### src/rtl/seg_mux_display_n_if.sv
// -----------------------------------------------------------------------------
// seg_mux_display_n_if
//   Bundle between the application side (glyph writer) and the multiplexed
//   7-segment display driver.
//
//   Application -> driver:
//     seg_data   [5*NUM_DIGITS] glyph codes, digit k in bits [5k+4:5k]
//     dp_data    [NUM_DIGITS]   decimal point per digit, 1 = on
//     blink_mask [NUM_DIGITS]   1 = digit blinks
//     brightness [BRIGHT_W]     PWM duty level, 0 = dimmest, all-ones = full
//     load                      capture seg_data/dp_data/blink_mask
//   Driver -> board pins (observed by the application/bench):
//     seg [7] cathodes {g,f,e,d,c,b,a}, dp, an [NUM_DIGITS], frame_done
//
//   Modports: master = application side, slave = display driver.
// -----------------------------------------------------------------------------
interface seg_mux_display_n_if #(
  parameter int NUM_DIGITS = 4,
  parameter int BRIGHT_W   = 4
);
  logic [5*NUM_DIGITS-1:0] seg_data;
  logic [NUM_DIGITS-1:0]   dp_data;
  logic [NUM_DIGITS-1:0]   blink_mask;
  logic [BRIGHT_W-1:0]     brightness;
  logic                    load;

  logic [6:0]              seg;
  logic                    dp;
  logic [NUM_DIGITS-1:0]   an;
  logic                    frame_done;

  modport master (
    output seg_data, dp_data, blink_mask, brightness, load,
    input  seg, dp, an, frame_done
  );

  modport slave (
    input  seg_data, dp_data, blink_mask, brightness, load,
    output seg, dp, an, frame_done
  );
endinterface

### src/rtl/seg_mux_display_n.sv
// -----------------------------------------------------------------------------
// seg_mux_display_n
//   N-digit multiplexed 7-segment display driver with PWM brightness,
//   per-digit blink and tear-free double-buffered glyph loading.
//
//   Each digit owns a slot of 2^SLOT_BITS cycles; slot s drives digit
//   NUM_DIGITS-1-s so the leftmost digit is scanned first. A frame is
//   NUM_DIGITS slots. New glyph data is staged on load and promoted to the
//   active set only on the last cycle of a frame, so a frame is never torn.
//
//   Ports:
//     clk    system clock
//     reset  asynchronous, active-high reset
//     bus    seg_mux_display_n_if.slave (glyph inputs, pin outputs)
//
//   Parameters:
//     NUM_DIGITS     1..8 digits
//     SLOT_BITS      slot length exponent
//     BRIGHT_W       brightness width, <= SLOT_BITS
//     BLINK_FRAMES   frames per blink half-period, >= 1
//     AN_ACTIVE_LOW  1 = anode enabled when 0
//     SEG_ACTIVE_LOW 1 = segment/dp lit when 0
//   The interface instance must be built with the same NUM_DIGITS/BRIGHT_W.
// -----------------------------------------------------------------------------
module seg_mux_display_n #(
  parameter int NUM_DIGITS     = 4,
  parameter int SLOT_BITS      = 15,
  parameter int BRIGHT_W       = 4,
  parameter int BLINK_FRAMES   = 64,
  parameter int AN_ACTIVE_LOW  = 1,
  parameter int SEG_ACTIVE_LOW = 1
) (
  input  logic                clk,
  input  logic                reset,
  seg_mux_display_n_if.slave  bus
);

  localparam int IDX_W = (NUM_DIGITS > 1) ? $clog2(NUM_DIGITS) : 1;
  localparam int FRM_W = (BLINK_FRAMES > 1) ? $clog2(BLINK_FRAMES) : 1;

  localparam logic [IDX_W-1:0] LAST_IDX   = IDX_W'(NUM_DIGITS - 1);
  localparam logic [FRM_W-1:0] LAST_FRAME = FRM_W'(BLINK_FRAMES - 1);

  localparam logic AN_INV  = (AN_ACTIVE_LOW != 0);
  localparam logic SEG_INV = (SEG_ACTIVE_LOW != 0);

  // Pin levels for "nothing driven"; also the reset state of the outputs.
  localparam logic [NUM_DIGITS-1:0] AN_OFF  = {NUM_DIGITS{AN_INV}};
  localparam logic [6:0]            SEG_OFF = {7{SEG_INV}};

  localparam logic [4:0] GLYPH_BLANK = 5'd31;

  // ---------------------------------------------------------------------------
  // Glyph decoder, active-low {g,f,e,d,c,b,a}. Unused codes render blank.
  // ---------------------------------------------------------------------------
  function automatic logic [6:0] f_decode(input logic [4:0] code);
    logic [6:0] pat;
    case (code)
      5'd0:    pat = 7'h40;
      5'd1:    pat = 7'h79;
      5'd2:    pat = 7'h24;
      5'd3:    pat = 7'h30;
      5'd4:    pat = 7'h19;
      5'd5:    pat = 7'h12;
      5'd6:    pat = 7'h02;
      5'd7:    pat = 7'h78;
      5'd8:    pat = 7'h00;
      5'd9:    pat = 7'h10;
      5'd10:   pat = 7'h3F;  // '-'
      5'd11:   pat = 7'h06;  // E
      5'd12:   pat = 7'h2F;  // r
      5'd13:   pat = 7'h47;  // L
      5'd14:   pat = 7'h09;  // H
      5'd15:   pat = 7'h41;  // U
      5'd16:   pat = 7'h0C;  // P
      5'd17:   pat = 7'h23;  // o
      5'd18:   pat = 7'h03;  // b
      5'd19:   pat = 7'h21;  // d
      5'd20:   pat = 7'h2B;  // n
      5'd21:   pat = 7'h71;  // J
      5'd22:   pat = 7'h11;  // y
      5'd30:   pat = 7'h0B;  // h
      default: pat = 7'h7F;  // blank: 23..29 and 31
    endcase
    return pat;
  endfunction

  // ---------------------------------------------------------------------------
  // State
  // ---------------------------------------------------------------------------
  logic [SLOT_BITS-1:0]    r_slot_cnt;
  logic [IDX_W-1:0]        r_slot_idx;
  logic [FRM_W-1:0]        r_frame_cnt;
  logic                    r_blink_hidden;

  logic [5*NUM_DIGITS-1:0] r_stg_glyph;
  logic [NUM_DIGITS-1:0]   r_stg_dp;
  logic [NUM_DIGITS-1:0]   r_stg_blink;
  logic                    r_pending;

  logic [5*NUM_DIGITS-1:0] r_act_glyph;
  logic [NUM_DIGITS-1:0]   r_act_dp;
  logic [NUM_DIGITS-1:0]   r_act_blink;

  logic [NUM_DIGITS-1:0]   r_an;
  logic [6:0]              r_seg;
  logic                    r_dp;
  logic                    r_frame_done;

  // ---------------------------------------------------------------------------
  // Scan position and gating
  // ---------------------------------------------------------------------------
  logic                  w_slot_last;
  logic                  w_boundary;
  logic [IDX_W-1:0]      w_digit;
  logic [4:0]            w_glyph;
  logic                  w_dp_bit;
  logic                  w_blink_bit;
  logic                  w_pwm_on;
  logic                  w_lit;
  logic [NUM_DIGITS-1:0] w_an_on;
  logic [6:0]            w_seg_lit;
  logic                  w_dp_lit;

  assign w_slot_last = (r_slot_cnt == {SLOT_BITS{1'b1}});
  assign w_boundary  = w_slot_last && (r_slot_idx == LAST_IDX);

  // Leftmost digit first: slot 0 maps to digit NUM_DIGITS-1.
  assign w_digit = LAST_IDX - r_slot_idx;

  // PWM compares the top BRIGHT_W bits of the slot counter, so all-ones
  // brightness keeps the anode on for the whole slot.
  assign w_pwm_on = (r_slot_cnt[SLOT_BITS-1 -: BRIGHT_W] <= bus.brightness);

  // NOTE: every always_comb output gets a default before any conditional
  // assignment; a path that leaves one unassigned would infer a latch.
  always_comb begin
    w_glyph     = GLYPH_BLANK;
    w_dp_bit    = 1'b0;
    w_blink_bit = 1'b0;
    for (int k = 0; k < NUM_DIGITS; k++) begin
      if (w_digit == IDX_W'(k)) begin
        w_glyph     = r_act_glyph[5*k +: 5];
        w_dp_bit    = r_act_dp[k];
        w_blink_bit = r_act_blink[k];
      end
    end
  end

  assign w_lit = w_pwm_on && !(r_blink_hidden && w_blink_bit);

  // Anode one-hot (active-high internally); all off when gated.
  always_comb begin
    w_an_on = '0;
    for (int k = 0; k < NUM_DIGITS; k++) begin
      if (w_lit && (w_digit == IDX_W'(k))) begin
        w_an_on[k] = 1'b1;
      end
    end
  end

  // Segments and dp forced unlit whenever the anode is gated off.
  assign w_seg_lit = w_lit ? ~f_decode(w_glyph) : 7'h00;
  assign w_dp_lit  = w_lit && w_dp_bit;

  // ---------------------------------------------------------------------------
  // Slot / frame / blink counters
  // ---------------------------------------------------------------------------
  // NOTE: sequential state uses non-blocking assignments so every register
  // samples pre-edge values regardless of statement or block order.
  always_ff @(posedge clk or posedge reset) begin
    if (reset) begin
      r_slot_cnt     <= '0;
      r_slot_idx     <= '0;
      r_frame_cnt    <= '0;
      r_blink_hidden <= 1'b0;
    end else begin
      r_slot_cnt <= r_slot_cnt + 1'b1;
      if (w_slot_last) begin
        r_slot_idx <= (r_slot_idx == LAST_IDX) ? '0 : r_slot_idx + 1'b1;
      end
      if (w_boundary) begin
        if (r_frame_cnt == LAST_FRAME) begin
          r_frame_cnt    <= '0;
          r_blink_hidden <= !r_blink_hidden;
        end else begin
          r_frame_cnt <= r_frame_cnt + 1'b1;
        end
      end
    end
  end

  // ---------------------------------------------------------------------------
  // Double buffer: staging follows load, active follows staging only on the
  // frame boundary. A load on the boundary itself is forwarded straight into
  // the active set so it still lands in the very next frame.
  // ---------------------------------------------------------------------------
  always_ff @(posedge clk or posedge reset) begin
    if (reset) begin
      r_stg_glyph <= {NUM_DIGITS{GLYPH_BLANK}};
      r_stg_dp    <= '0;
      r_stg_blink <= '0;
      r_pending   <= 1'b0;
      r_act_glyph <= {NUM_DIGITS{GLYPH_BLANK}};
      r_act_dp    <= '0;
      r_act_blink <= '0;
    end else begin
      if (bus.load) begin
        r_stg_glyph <= bus.seg_data;
        r_stg_dp    <= bus.dp_data;
        r_stg_blink <= bus.blink_mask;
      end

      if (w_boundary) begin
        r_pending <= 1'b0;
        if (bus.load) begin
          r_act_glyph <= bus.seg_data;
          r_act_dp    <= bus.dp_data;
          r_act_blink <= bus.blink_mask;
        end else if (r_pending) begin
          r_act_glyph <= r_stg_glyph;
          r_act_dp    <= r_stg_dp;
          r_act_blink <= r_stg_blink;
        end
      end else if (bus.load) begin
        r_pending <= 1'b1;
      end
    end
  end

  // ---------------------------------------------------------------------------
  // Output registers: polarity applied last, one cycle behind the counters.
  // ---------------------------------------------------------------------------
  always_ff @(posedge clk or posedge reset) begin
    if (reset) begin
      r_an         <= AN_OFF;
      r_seg        <= SEG_OFF;
      r_dp         <= SEG_INV;
      r_frame_done <= 1'b0;
    end else begin
      r_an         <= w_an_on ^ AN_OFF;
      r_seg        <= w_seg_lit ^ SEG_OFF;
      r_dp         <= w_dp_lit ^ SEG_INV;
      r_frame_done <= w_boundary;
    end
  end

  assign bus.an         = r_an;
  assign bus.seg        = r_seg;
  assign bus.dp         = r_dp;
  assign bus.frame_done = r_frame_done;

endmodule

### src/flat_wrapper.sv
// flat-port wrapper written by rule: the top's interface ports become plain ports
module seg_mux_display_n_flat 
#(
  parameter int NUM_DIGITS     = 4,
  parameter int SLOT_BITS      = 15,
  parameter int BRIGHT_W       = 4,
  parameter int BLINK_FRAMES   = 64,
  parameter int AN_ACTIVE_LOW  = 1,
  parameter int SEG_ACTIVE_LOW = 1
)
  (clk, reset, bus_seg_data, bus_dp_data, bus_blink_mask, bus_brightness, bus_load, bus_seg, bus_dp, bus_an, bus_frame_done);
  seg_mux_display_n_if #(.NUM_DIGITS(NUM_DIGITS), .BRIGHT_W(BRIGHT_W)) bus_i ();
  input  logic clk;
  input  logic reset;
  input wire logic [$bits(bus_i.seg_data)-1:0] bus_seg_data;
  input wire logic [$bits(bus_i.dp_data)-1:0] bus_dp_data;
  input wire logic [$bits(bus_i.blink_mask)-1:0] bus_blink_mask;
  input wire logic [$bits(bus_i.brightness)-1:0] bus_brightness;
  input wire logic [$bits(bus_i.load)-1:0] bus_load;
  output wire logic [$bits(bus_i.seg)-1:0] bus_seg;
  output wire logic [$bits(bus_i.dp)-1:0] bus_dp;
  output wire logic [$bits(bus_i.an)-1:0] bus_an;
  output wire logic [$bits(bus_i.frame_done)-1:0] bus_frame_done;
  assign bus_i.seg_data = bus_seg_data;
  assign bus_i.dp_data = bus_dp_data;
  assign bus_i.blink_mask = bus_blink_mask;
  assign bus_i.brightness = bus_brightness;
  assign bus_i.load = bus_load;
  assign bus_seg = bus_i.seg;
  assign bus_dp = bus_i.dp;
  assign bus_an = bus_i.an;
  assign bus_frame_done = bus_i.frame_done;
  seg_mux_display_n #(.NUM_DIGITS(NUM_DIGITS), .SLOT_BITS(SLOT_BITS), .BRIGHT_W(BRIGHT_W), .BLINK_FRAMES(BLINK_FRAMES), .AN_ACTIVE_LOW(AN_ACTIVE_LOW), .SEG_ACTIVE_LOW(SEG_ACTIVE_LOW)) u_core (.clk(clk), .reset(reset), .bus(bus_i));
endmodule
### config.mk
export PLATFORM = sky130hd
export DESIGN_NAME = seg_mux_display_n_flat
export DESIGN_NICKNAME = d
export VERILOG_FILES = /design/src/rtl/seg_mux_display_n_if.sv /design/src/rtl/seg_mux_display_n.sv /design/src/flat_wrapper.sv
export SDC_FILE = /design/constraint.sdc
export NUM_CORES = 1
export LEC_CHECK = 0
export CORE_UTILIZATION = 55
export CTS_BUF_LIST = sky130_fd_sc_hd__clkbuf_4 sky130_fd_sc_hd__clkbuf_8
export CTS_CLUSTER_SIZE = 28
export DETAILED_ROUTE_END_ITERATION = 8
export PLACE_DENSITY_LB_ADDON = 0.2
export RECOVER_POWER = 100
export SLEW_MARGIN = 20
export SYNTH_ARGS = -nofsm -noshare
export SYNTH_HDL_FRONTEND = slang
export SYNTH_SLANG_ARGS = --single-unit
### constraint.sdc
create_clock -name clk -period 3.95 [get_ports clk]
set_input_delay 1.185 -clock clk [delete_from_list [all_inputs] [get_ports clk]]
set_output_delay 1.185 -clock clk [all_outputs]
set_load 0.03 [all_outputs]
* Yosys cells after proc, flatten, opt, wreduce, memory -nomap -nowiden
Memories as Yosys holds them, arrays and structs flattened.
Index checks and enable logic that the tools add are counted.
** Operators by class
- Add/sub/neg operators :: 4
- Order comparisons :: 1
- Equality and inequality tests :: 6
- Multiplexer cells :: 27
- Bitwise operators :: 4
- Reductions and logical operators :: 15
** Operators by type and width (number)
- 20-bit 2-to-1 mux :: 2
- 5-bit 2-to-1 mux :: 4
- 4-bit 2-to-1 mux :: 4
- 15-bit by 1-bit adder with 15-bit output, second input constant :: 1
- 15-bit == test, second input constant :: 1
- 1-bit 2-to-1 mux :: 14
- 7-bit NOT :: 2
- 1-bit logical AND :: 8
- 7-bit 2-to-1 mux :: 1
- 6-bit by 1-bit adder with 6-bit output, second input constant :: 1
- 2-bit == test, second input constant :: 3
- 6-bit == test, second input constant :: 1
- 6-bit 2-to-1 mux :: 1
- 4-bit <= comparator :: 1
- 4-bit NOT :: 1
- 2-bit AND reduction :: 2
- 2-bit nonzero test :: 2
- 2-bit by 1-bit adder with 2-bit output, second input constant :: 1
- 2-bit by 1-bit == test with 1-bit output, second input constant :: 1
- 1-bit zero test :: 2
- 2-bit zero test :: 1
- 2-bit 2-to-1 mux :: 1
- 2-bit subtractor, first input constant :: 1
- 1-bit NOT :: 1
** Storage, ports and cells
- Register bits after elaboration :: 94
- Memory bits (read-only) :: 224
- Bits of input ports :: 35
- Output and inout bits :: 13
- Word-level logic and storage cells :: 73
- Memories kept :: 1
** Memory list
- (name not given) :: depth 32, width 7, rd ports 1, clocked after memory_dff 0, write ports 0, line seg_mux_display_n.sv:58 : case (code)

* Logic depth before layout (Yosys ltp)
Gate-level depths: netlist (run 1).
- Depth after elaboration :: 12
- Mapped depth :: 12
- Gate-level depth less buffers :: 10

* Least setup slack after synthesis (run 1)
Ideal clock, no wire load.
- Path kind :: input to register
- Start :: in bus_load
- End :: reg u_core.r_act_blink[0]
- Setup time :: 127 ps
- Arrival :: 2516 ps
- Required time :: 3823 ps
- Path slack :: 1306 ps
- Cell stages on the path :: 4
- Buffers on the path :: 2
- Path through :: clkbuf_1 -> buf_1 -> mux2_2 -> mux2_1
** On the way
- Cells in the longest elaborated chain, start to end :: 2
** Ends and longest elaborated chain
- start, declared :: line flat_wrapper.sv:19 : input wire logic [$bits(bus_i.load)-1:0] bus_load;
- 2-bit nonzero test (no source line)
- 2-bit AND reduction (no source line)
- end signal, assigned :: line seg_mux_display_n.sv:219 : r_act_blink <= bus.blink_mask;
- end signal, assigned :: line seg_mux_display_n.sv:223 : r_act_blink <= r_stg_blink;
- end, declared :: line seg_mux_display_n.sv:103 : logic [NUM_DIGITS-1:0] r_act_blink;
Several ways; a longest one is shown, not always the timed one.
A chain may end at the register's enable or synchronous reset.

* Final worst setup path (run 1)
- Start :: in bus_load
- End :: reg u_core.r_act_dp[0]
** On the way
- Cells in the longest elaborated chain, start to end :: 2
** Ends and longest elaborated chain
- 2-bit nonzero test (no source line)
- 2-bit AND reduction (no source line)
- end signal, assigned :: line seg_mux_display_n.sv:218 : r_act_dp <= bus.dp_data;
- end signal, assigned :: line seg_mux_display_n.sv:222 : r_act_dp <= r_stg_dp;
- end, declared :: line seg_mux_display_n.sv:102 : logic [NUM_DIGITS-1:0] r_act_dp;
Several ways; a longest one is shown, not always the timed one.

==> results.txt, run 1 <==
* Fraction of post-synthesis cell area in the top cell type by area: 30.4%
- Dividing the detail-routed via count by the number of cells gives 5.57.
* Internal power contribution: 0.00139 W
- By startpoint and endpoint, the worst setup path is classified as in -> reg.
- The floorplan step defined a die boundary enclosing 0.00853 mm².
- In this run, post-CTS repair resized a total of 0 instances.
- GPL Wtd Cong: 0.871
- The most used flip-flop cell after synthesis is dfstp_2.
- Data arrival time of the worst path: 3640 ps
- In the synthesized netlist, the number of instances is 355.
- In the post-synthesis netlist, the biggest area contributors are dfstp_2 30%, dfrtp_1 23%, mux2_2 12%.
- Commonest non-fill, non-tap cell in the layout: dfstp_2
- Entering global routing, the biggest net connects 55 pins.
* Clk_lat worst skew: 360 ps
- STA classifies the critical path endpoint as a flop.
* Total overflow reported by the global router: 0
* Final Hold Vio Count: 0
* Part of the cycle the worst path needs: 85.8%
- Placement-stage cell area: 0.00504 mm²
* Distinct cell type count after synthesis: 58
- Clock Pin Slew Worst Setup and Hold Paths: 90 ps
- The first global-routing pass estimated 13.7 mm of wire.
- Overall Power: 0.00184 W
- Each instance of the synthesized netlist takes up on average 12.7 µm².
- Across the run, the number of max-cap violations was 2.
- In this run the tightest slew margin relative to its limit is -48.7%.
* Part of the Yosys area used for sequential elements: 53.8%
* Via count: 2855
- Of the total power, the clock network draws 32.9%.
- Setup repair after global routing missed its margin: no
- Violated checks: capacitance limit, slew limit
- Synth area leader: dfstp_2
- Static timing analysis puts the maximum clock frequency at 295 MHz.
* DRT iter0 DRCs: 126
* Number of buffers between clock root and the deepest sink: 2
- Number of buffer cells added on primary ports: 47
- Clock tree from TritonCTS: yes
- Most frequent cells in the layout: 52 x dfstp_2, 42 x dfrtp_1, 35 x nand2_1, 31 x mux2_1, 31 x clkdlybuf4s50_1
* Post-route cell area: 0.00520 mm²
- Die span in x: 92.4 µm
* Result of the run: complete, but fails checks
* Share of cells above drive strength 1: 27.5%
* Post-CTS setup repair buffer count: 0
* Estimated wirelength of the detail-placed design: 5.62 mm
- Origin of the worst min-delay path: u_core.r_slot_cnt[0]
- The analysis attributes to cell leakage a power of 2.20 nW.
- At the pin with the least slew margin, the transition time is 2220 ps.
* Number of slew-limit violations in the final report: 84
- CTS built an H-tree with a depth of 3.
* DRC: 0
- The share of total power dissipated in combinational logic is 9.9%.
- Count of hold-fix buffers inserted at cts: 0
- Counting the buffers created by CTS gives 9.
* Area of the core region: 0.00781 mm²
- On the final layout, the worst hold slack is 483 ps.
- Sw Ratio: 24.2%
- Clock Tree Root: clkbuf_8
* Via count of the first global-routing pass: 2917
- For the worst setup path, the data required time is 4200 ps.
- Number of primary I/O pins: 48
- Number of clock sinks seen by CTS: 94
- FF+latch count, synth: 94
* Pwr/cell area: 354 mW/mm²
- Dividing the detail-routed wire length by the instance count gives 15.4 µm.
- Skew final: 9.56 ps
- The initial utilization of the core area, before any placement, comes to 57.5%.
- IR Drop Worst-Case VDD: 191 µV
- Sequential cells burn 57.2% of the power.
- Number of warnings issued by yosys: 0
* Antenna violations before repair: 0
- P_sw: 0.000446 W
- The first TritonRoute pass finished after 4 iterations.
* Setup TNS after final layout: 0 ps
* Hold crit path type: reg -> reg
- In the global route stage, overall resource usage came out at 21.1%.
* Worst Path Max Fanout: 28
* Post-layout minimum cycle time: 3390 ps
- Start point of the critical path: bus_load
- The count of nets left with antenna violations once routing finished came out at 0.
* Post-Syn Nets: 402
- Proportion of register bits with asynchronous set or reset after synthesis: 100%
- Total wirelength of the detailed-routed design: 7.90 mm
* Type of origin of the critical path: input port
- Layout area overhead: 15.7%
- The floorplan has 32 rows.
- Setup WS post-layout: 560 ps
- Number of flops mapped to enable cells by yosys: 0
* Die height: 92.4 µm
* Minimum setup slack after placement: 861 ps
- The cell area that synthesis handed to floorplanning was 0.00449 mm².
- Diode insertion count for antenna repair: 0
* NumNets Final: 453
- Setup Viol. Count Final: 0
- In this run the critical register-to-register path is launched from u_core.r_slot_idx[0].
## logic make-up (layout without fill, tap and decap cells)
| kind of cell | after synthesis | after routing | synth area share (%) |
|---|---|---|---|
| DFF | 94 | 94 | 53.8 |
| adders and majority gates | 12 | 12 | 3.34 |
| AOI/OAI and AO/OA | 50 | 50 | 9.22 |
| muxes | 59 | 59 | 14.8 |
| and+or+nand+nor | 97 | 97 | 12.1 |
| buffers and inverters | 26 | 82 | 3.34 |
| xor gates and xnor gates | 17 | 17 | 3.31 |
## synth_stat cells, types with 2 or more instances
master    instances
nand2_1          35
a22oi_1           3
nor2b_1           4
dfstp_2          52
xor2_1            5
o221ai_1          2
nor2_1           12
o211ai_2          2
buf_6             5
nand4_1           6
buf_2             4
buf_4             2
o211ai_1          4
mux2_2           48
a21oi_1           9
a221oi_1          3
nor3b_2           3
buf_1             2
and4_1            3
o311a_1           2
inv_1            10
o21ai_0          11
ha_1             12
nand3_1          11
o311ai_4          2
mux2_1            9
dfrtp_1          42
nand3b_1          4
xnor2_1          12
o31ai_1           3
and3_1            6
## area by class of cell
type,instances,area [µm²]
multi-input combinational,235,1910
tap,102,128
clock buffer,11,151
clock inverter,5,42.5
fill,619,2610
sequential,94,2420
timing repair buffer,54,504
inverter,12,48.8
## metal layers
metal	global-route usage, %	up-vias	share of wire (%)
li1	-	1366	-
met1	27.9	1408	46
met2	34.1	71	49
met3	4.19	10	3.7
met4	8.98	0	1.6
met5	0	-	0
## flip-flops by register name, summed over array words and instances, names as in the netlist, 2 cells and up
register / count
u_core.r_act_blink: 4
u_core.r_act_dp: 4
u_core.r_slot_cnt: 15
u_core.r_slot_idx: 2
u_core.bus.seg: 7
u_core.bus.an: 4
u_core.r_act_glyph: 20
u_core.r_stg_blink: 4
u_core.r_stg_glyph: 20
u_core.r_frame_cnt: 6
u_core.r_stg_dp: 4
## power by group through the flow
stage	registers (W)	logic, W	clock network, W
after detailed placement	0.00107	0.000197	0
after floorplan	0.00108	0.000103	0
after global routing	0.00106	0.000203	0.000660
after global placement	0.00107	0.000194	0
after CTS	0.00106	0.000198	0.000622
final	0.00105	0.000182	0.000605
## worst max-delay path, stage by stage
cell	delay, ps
dlygate4sd3_1	550
clkbuf_1	1150
mux2_2	450
mux2_1	300
## path summary, 6_finish.rpt
kind	to	slack, ps	cells after the start
setup / recovery	u_core.r_act_dp[0]	560	4
hold / removal	u_core.r_slot_cnt[0]	480	1
setup reg to reg	u_core.bus.seg[6]	980	10
hold reg to reg	u_core.r_slot_cnt[0]	480	1
max in group asynchronous	u_core.r_stg_glyph[6]	830	3
min in group asynchronous	u_core.r_slot_cnt[3]	1860	2
## through the flow
stage	utilization, %	cells
2_1_floorplan	-	355
3_3_place_gp	64.6	497
3_5_place_dp	64.6	497
4_1_cts	67.1	513
5_1_grt	66.6	513
6_report	66.6	513
No activity file was read; power rests on OpenSTA's default activity.
==> inputs of run 2 (changes only) <==
CELL_PAD_IN_SITES_DETAIL_PLACEMENT = 1   (was not set)
CELL_PAD_IN_SITES_GLOBAL_PLACEMENT = 2   (was not set)
CORE_UTILIZATION = 40   (was 55)
==> run 2 against run 1 <==
Against the previous run: the flow still finishes with violations (capacitance limit, slew limit); first-iteration DRC count shrank 22%; sequential cell count unchanged; hold slack worse by 3.3 ps; clock-buffer cell count is 2 higher; sequential power about the same; core utilization is 18 points lower; die area grew 37%; routed wire length grew 13%; via count increased by 0.95%; register-to-register slack got worse by 190 ps; sequential share of layout area shrank 0.55 points; fmax rose by 5.3%; critical path type unchanged.
==> results.txt, run 2 (synthesis gave the netlist of run 1 again) <==
- Crit path to: u_core.bus.seg[0] (was u_core.r_act_dp[0])
- The number of gates on the worst path with buffers counted is 9 (was 4).
* Worst Path Max Fanout: 12 (was 28)
- The net load switching power was 0.000432 W (was 0.000446 W).
* Via count: 2882 (was 2855)
- The count of buffering cells on the critical path with inverters included is 3 (was 2).
- Diode insertion count for antenna repair: 0 (unchanged)
- The static leakage was 2.22 nW (was 2.20 nW).
- Measured slew at the worst slew-check pin: 1940 ps (was 2220 ps)
* Most frequent cells in the layout: 52 x dfstp_2, 42 x dfrtp_1, 35 x nand2_1, 31 x mux2_1, 31 x clkdlybuf4s50_1 (unchanged)
* Commonest non-fill, non-tap cell in the layout: dfstp_2 (unchanged)
* Max_slew headroom: -29.9% (was -48.7%)
* Cells along the critical path: dlygate4sd3_1 > inv_1 > ha_1 > nor2b_1 > o211ai_1 > a21oi_1 > a311oi_1 > clkbuf_1 > o311ai_0 (was dlygate4sd3_1 > clkbuf_1 > mux2_2 > mux2_1)
- The final setup TNS is 0 ps (unchanged).
* Post-layout minimum cycle time: 3220 ps (was 3390 ps)
- The capturing element type of the critical path was a flop (unchanged).
- Register-to-Register Path Depth: 6 (was 10)
* Biggest cell delay along the critical path: 520 ps (was 1150 ps)
- The hold buffer count at cts was 0 (unchanged).
- The met1 layer usage reported by global route is 22.5% (was 27.9%).
- The total of endpoints with negative setup slack in the final report came to 0 (unchanged).
- The fraction of the core area covered by cells at the end of the flow is 48.3% (was 66.6%).
- Via count of the first global-routing pass: 3108 (was 2917)
- Total overflow reported by the global router: 0 (unchanged)
- Violated checks: capacitance limit, slew limit (unchanged).
* First-pass GRT wire length: 15.3 mm (was 13.7 mm)
- The area overhead of the layout relative to synthesis came to 17.1% (was 15.7%).
- Met3 routing resource usage after global routing: 3.44% (was 4.19%)
- The number of buffers created by CTS was 9 (unchanged).
- Largest net degree at the start of global routing: 44 (was 55)
- Die outline area: 0.0117 mm² (was 0.00853 mm²)
* Type of origin of the critical path: input port (unchanged)
- The final setup skew came to 10.1 ps (was 9.56 ps).
* Start point of the critical path: bus_brightness[1] (was bus_load)
- Part of the cycle the worst path needs: 81.5% (was 85.8%)
- Max-Cap Viols: 1 (was 2)
- The CTS tree is yes (unchanged).
* First-pass iteration count of the detailed router: 4 (unchanged)
* Global routing's busiest layer: met2 (unchanged)
* Number of primary I/O pins: 48 (unchanged)
- Clock share of power: 34.9% (was 32.9%)
- Number of nets still failing antenna checks after routing: 0 (unchanged)
* Site Rows: 38 (was 32)
- The signal arrival time at the worst endpoint was 3470 ps (was 3640 ps).
- The wire length per cell is 16.3 µm (was 15.4 µm).
* Number of clock sinks seen by CTS: 94 (unchanged)
- The path category of the worst min-delay check was reg -> reg (unchanged).
- Post-cts gate resize count: 0 (unchanged)
- Pwr/cell area: 361 mW/mm² (was 354 mW/mm²)
- The post-CTS setup repair buffer count is 0 (unchanged).
- Share of cells above drive strength 1: 27.8% (was 27.5%)
* Registers with the highest flip-flop counts: u_core.r_act_glyph: 20 flops, u_core.r_stg_glyph: 20 flops, u_core.r_slot_cnt: 15 flops (unchanged)
* Clock Tree Root: clkbuf_8 (unchanged)
- Die span in x: 108 µm (was 92.4 µm)
- IR Drop Worst-Case VDD: 211 µV (was 191 µV)
* Number of buffer cells added on primary ports: 47 (unchanged)
- The launch point of the worst reg-to-reg path is u_core.r_slot_cnt[0] (was u_core.r_slot_idx[0]).
* Routed vias/inst: 5.24 (was 5.57)
- The placeable core region is 0.0109 mm² (was 0.00781 mm²).
- Worst Path Class, Setup: in -> reg (unchanged)
* Worst slack on hold paths: 480 ps (was 483 ps)
* Result of the run: complete, but fails checks (unchanged)
- Final Hold Vio Count: 0 (unchanged)
- FMAX: 311 MHz (was 295 MHz)
* GPL Wtd Cong: 0.781 (was 0.871)
* Internal power contribution: 0.00147 W (was 0.00139 W)
- Clk_lat worst skew: 360 ps (about the same)
* Setup repair after global routing missed its margin: no (unchanged)
- The sequential group share of total power was 55.3% (was 57.2%).
- The total number of nets in the final design was 452 (was 453).
* Number of buffers between clock root and the deepest sink: 2 (unchanged)
* Worst setup slack for register-to-register paths: 790 ps (was 980 ps)
* Estimated wirelength of the detail-placed design: 6.48 mm (was 5.62 mm)
- The number of design-rule violations left by the first detailed-router iteration came to 98 (was 126).
- The number of antenna violations at the first check in global routing was 0 (unchanged).
* Sw Ratio: 22.7% (was 24.2%)
- Met2 GRT Util: 27.8% (was 34.1%)
- The final-report max-slew violation count is 43 (was 84).
- Data required, critical path: 4200 ps (about the same)
- Total number of H-tree levels: 3 (unchanged)
- DRC: 0 (unchanged)
- The die height came to 108 µm (was 92.4 µm).
* Gate family responsible for the most delay along the worst path: buffers and inverters (unchanged)
- The total track usage is 17.1% (was 21.1%).
* Clock Pin Slew Worst Setup and Hold Paths: 80 ps (was 90 ps)
- The cell with the largest stage delay on the worst path is dlygate4sd3_1 (was clkbuf_1).
- The effective utilization at floorplan came to 41.3% (was 57.5%).
* Proportion of power drawn by combinational gates: 9.9% (about the same)
* RR Endpoint: u_core.r_act_dp[3] (was u_core.bus.seg[6])
- Overall Power: 0.00190 W (was 0.00184 W)
- The overall routed net length is 8.96 mm (was 7.90 mm).
==> run 2: how the worst min path moves through the flow <==
stage | from | end | cells past startpoint
2_1_floorplan | u_core.r_slot_cnt[8] | u_core.r_slot_cnt[8] | 1
6_report | u_core.r_slot_cnt[0] | u_core.r_slot_cnt[0] | 1
3_5_place_dp | u_core.r_slot_cnt[0] | u_core.r_slot_cnt[0] | 1
4_1_cts | u_core.r_slot_cnt[0] | u_core.r_slot_cnt[0] | 1
3_3_place_gp | u_core.r_slot_cnt[8] | u_core.r_slot_cnt[8] | 1
5_1_grt | u_core.r_slot_cnt[0] | u_core.r_slot_cnt[0] | 1
==> run 2: area by class of cell <==
class / count / area (µm²)
fillers: 1176 / 5630
flip-flops and latches: 94 / 2420
multi-input cells: 235 / 1890
repair buffers: 53 / 517
well taps: 140 / 175
clock buffers: 13 / 166
inverters: 12 / 48.8
clock inverters: 3 / 43.8
==> run 2: layer usage <==
metal / vias up / part of all wire (%)
met2: 40 / 48
met1: 1463 / 47
met4: 0 / 1.3
met5: - / 0
li1: 1368 / -
met3: 11 / 3.2
==> run 2: power by group through the flow <==
stage	registers, W	clock network [W]	logic (W)
finish	0.00105	0.000663	0.000188
global route	0.00106	0.000721	0.000209
CTS	0.00105	0.000691	0.000205
detailed placement	0.00107	0	0.000204
global placement	0.00107	0	0.000199
floorplan	0.00108	0	0.000103
==> run 2: through the flow <==
step / std cells / area [µm²] / setup slack [ps]
6_report: 550 / 5260 / 730
3_5_place_dp: 534 / 5090 / 752
4_1_cts: 550 / 5300 / 1040
2_1_floorplan: 355 / 4490 / 402
3_3_place_gp: 534 / 5090 / 820
5_1_grt: 550 / 5260 / 512
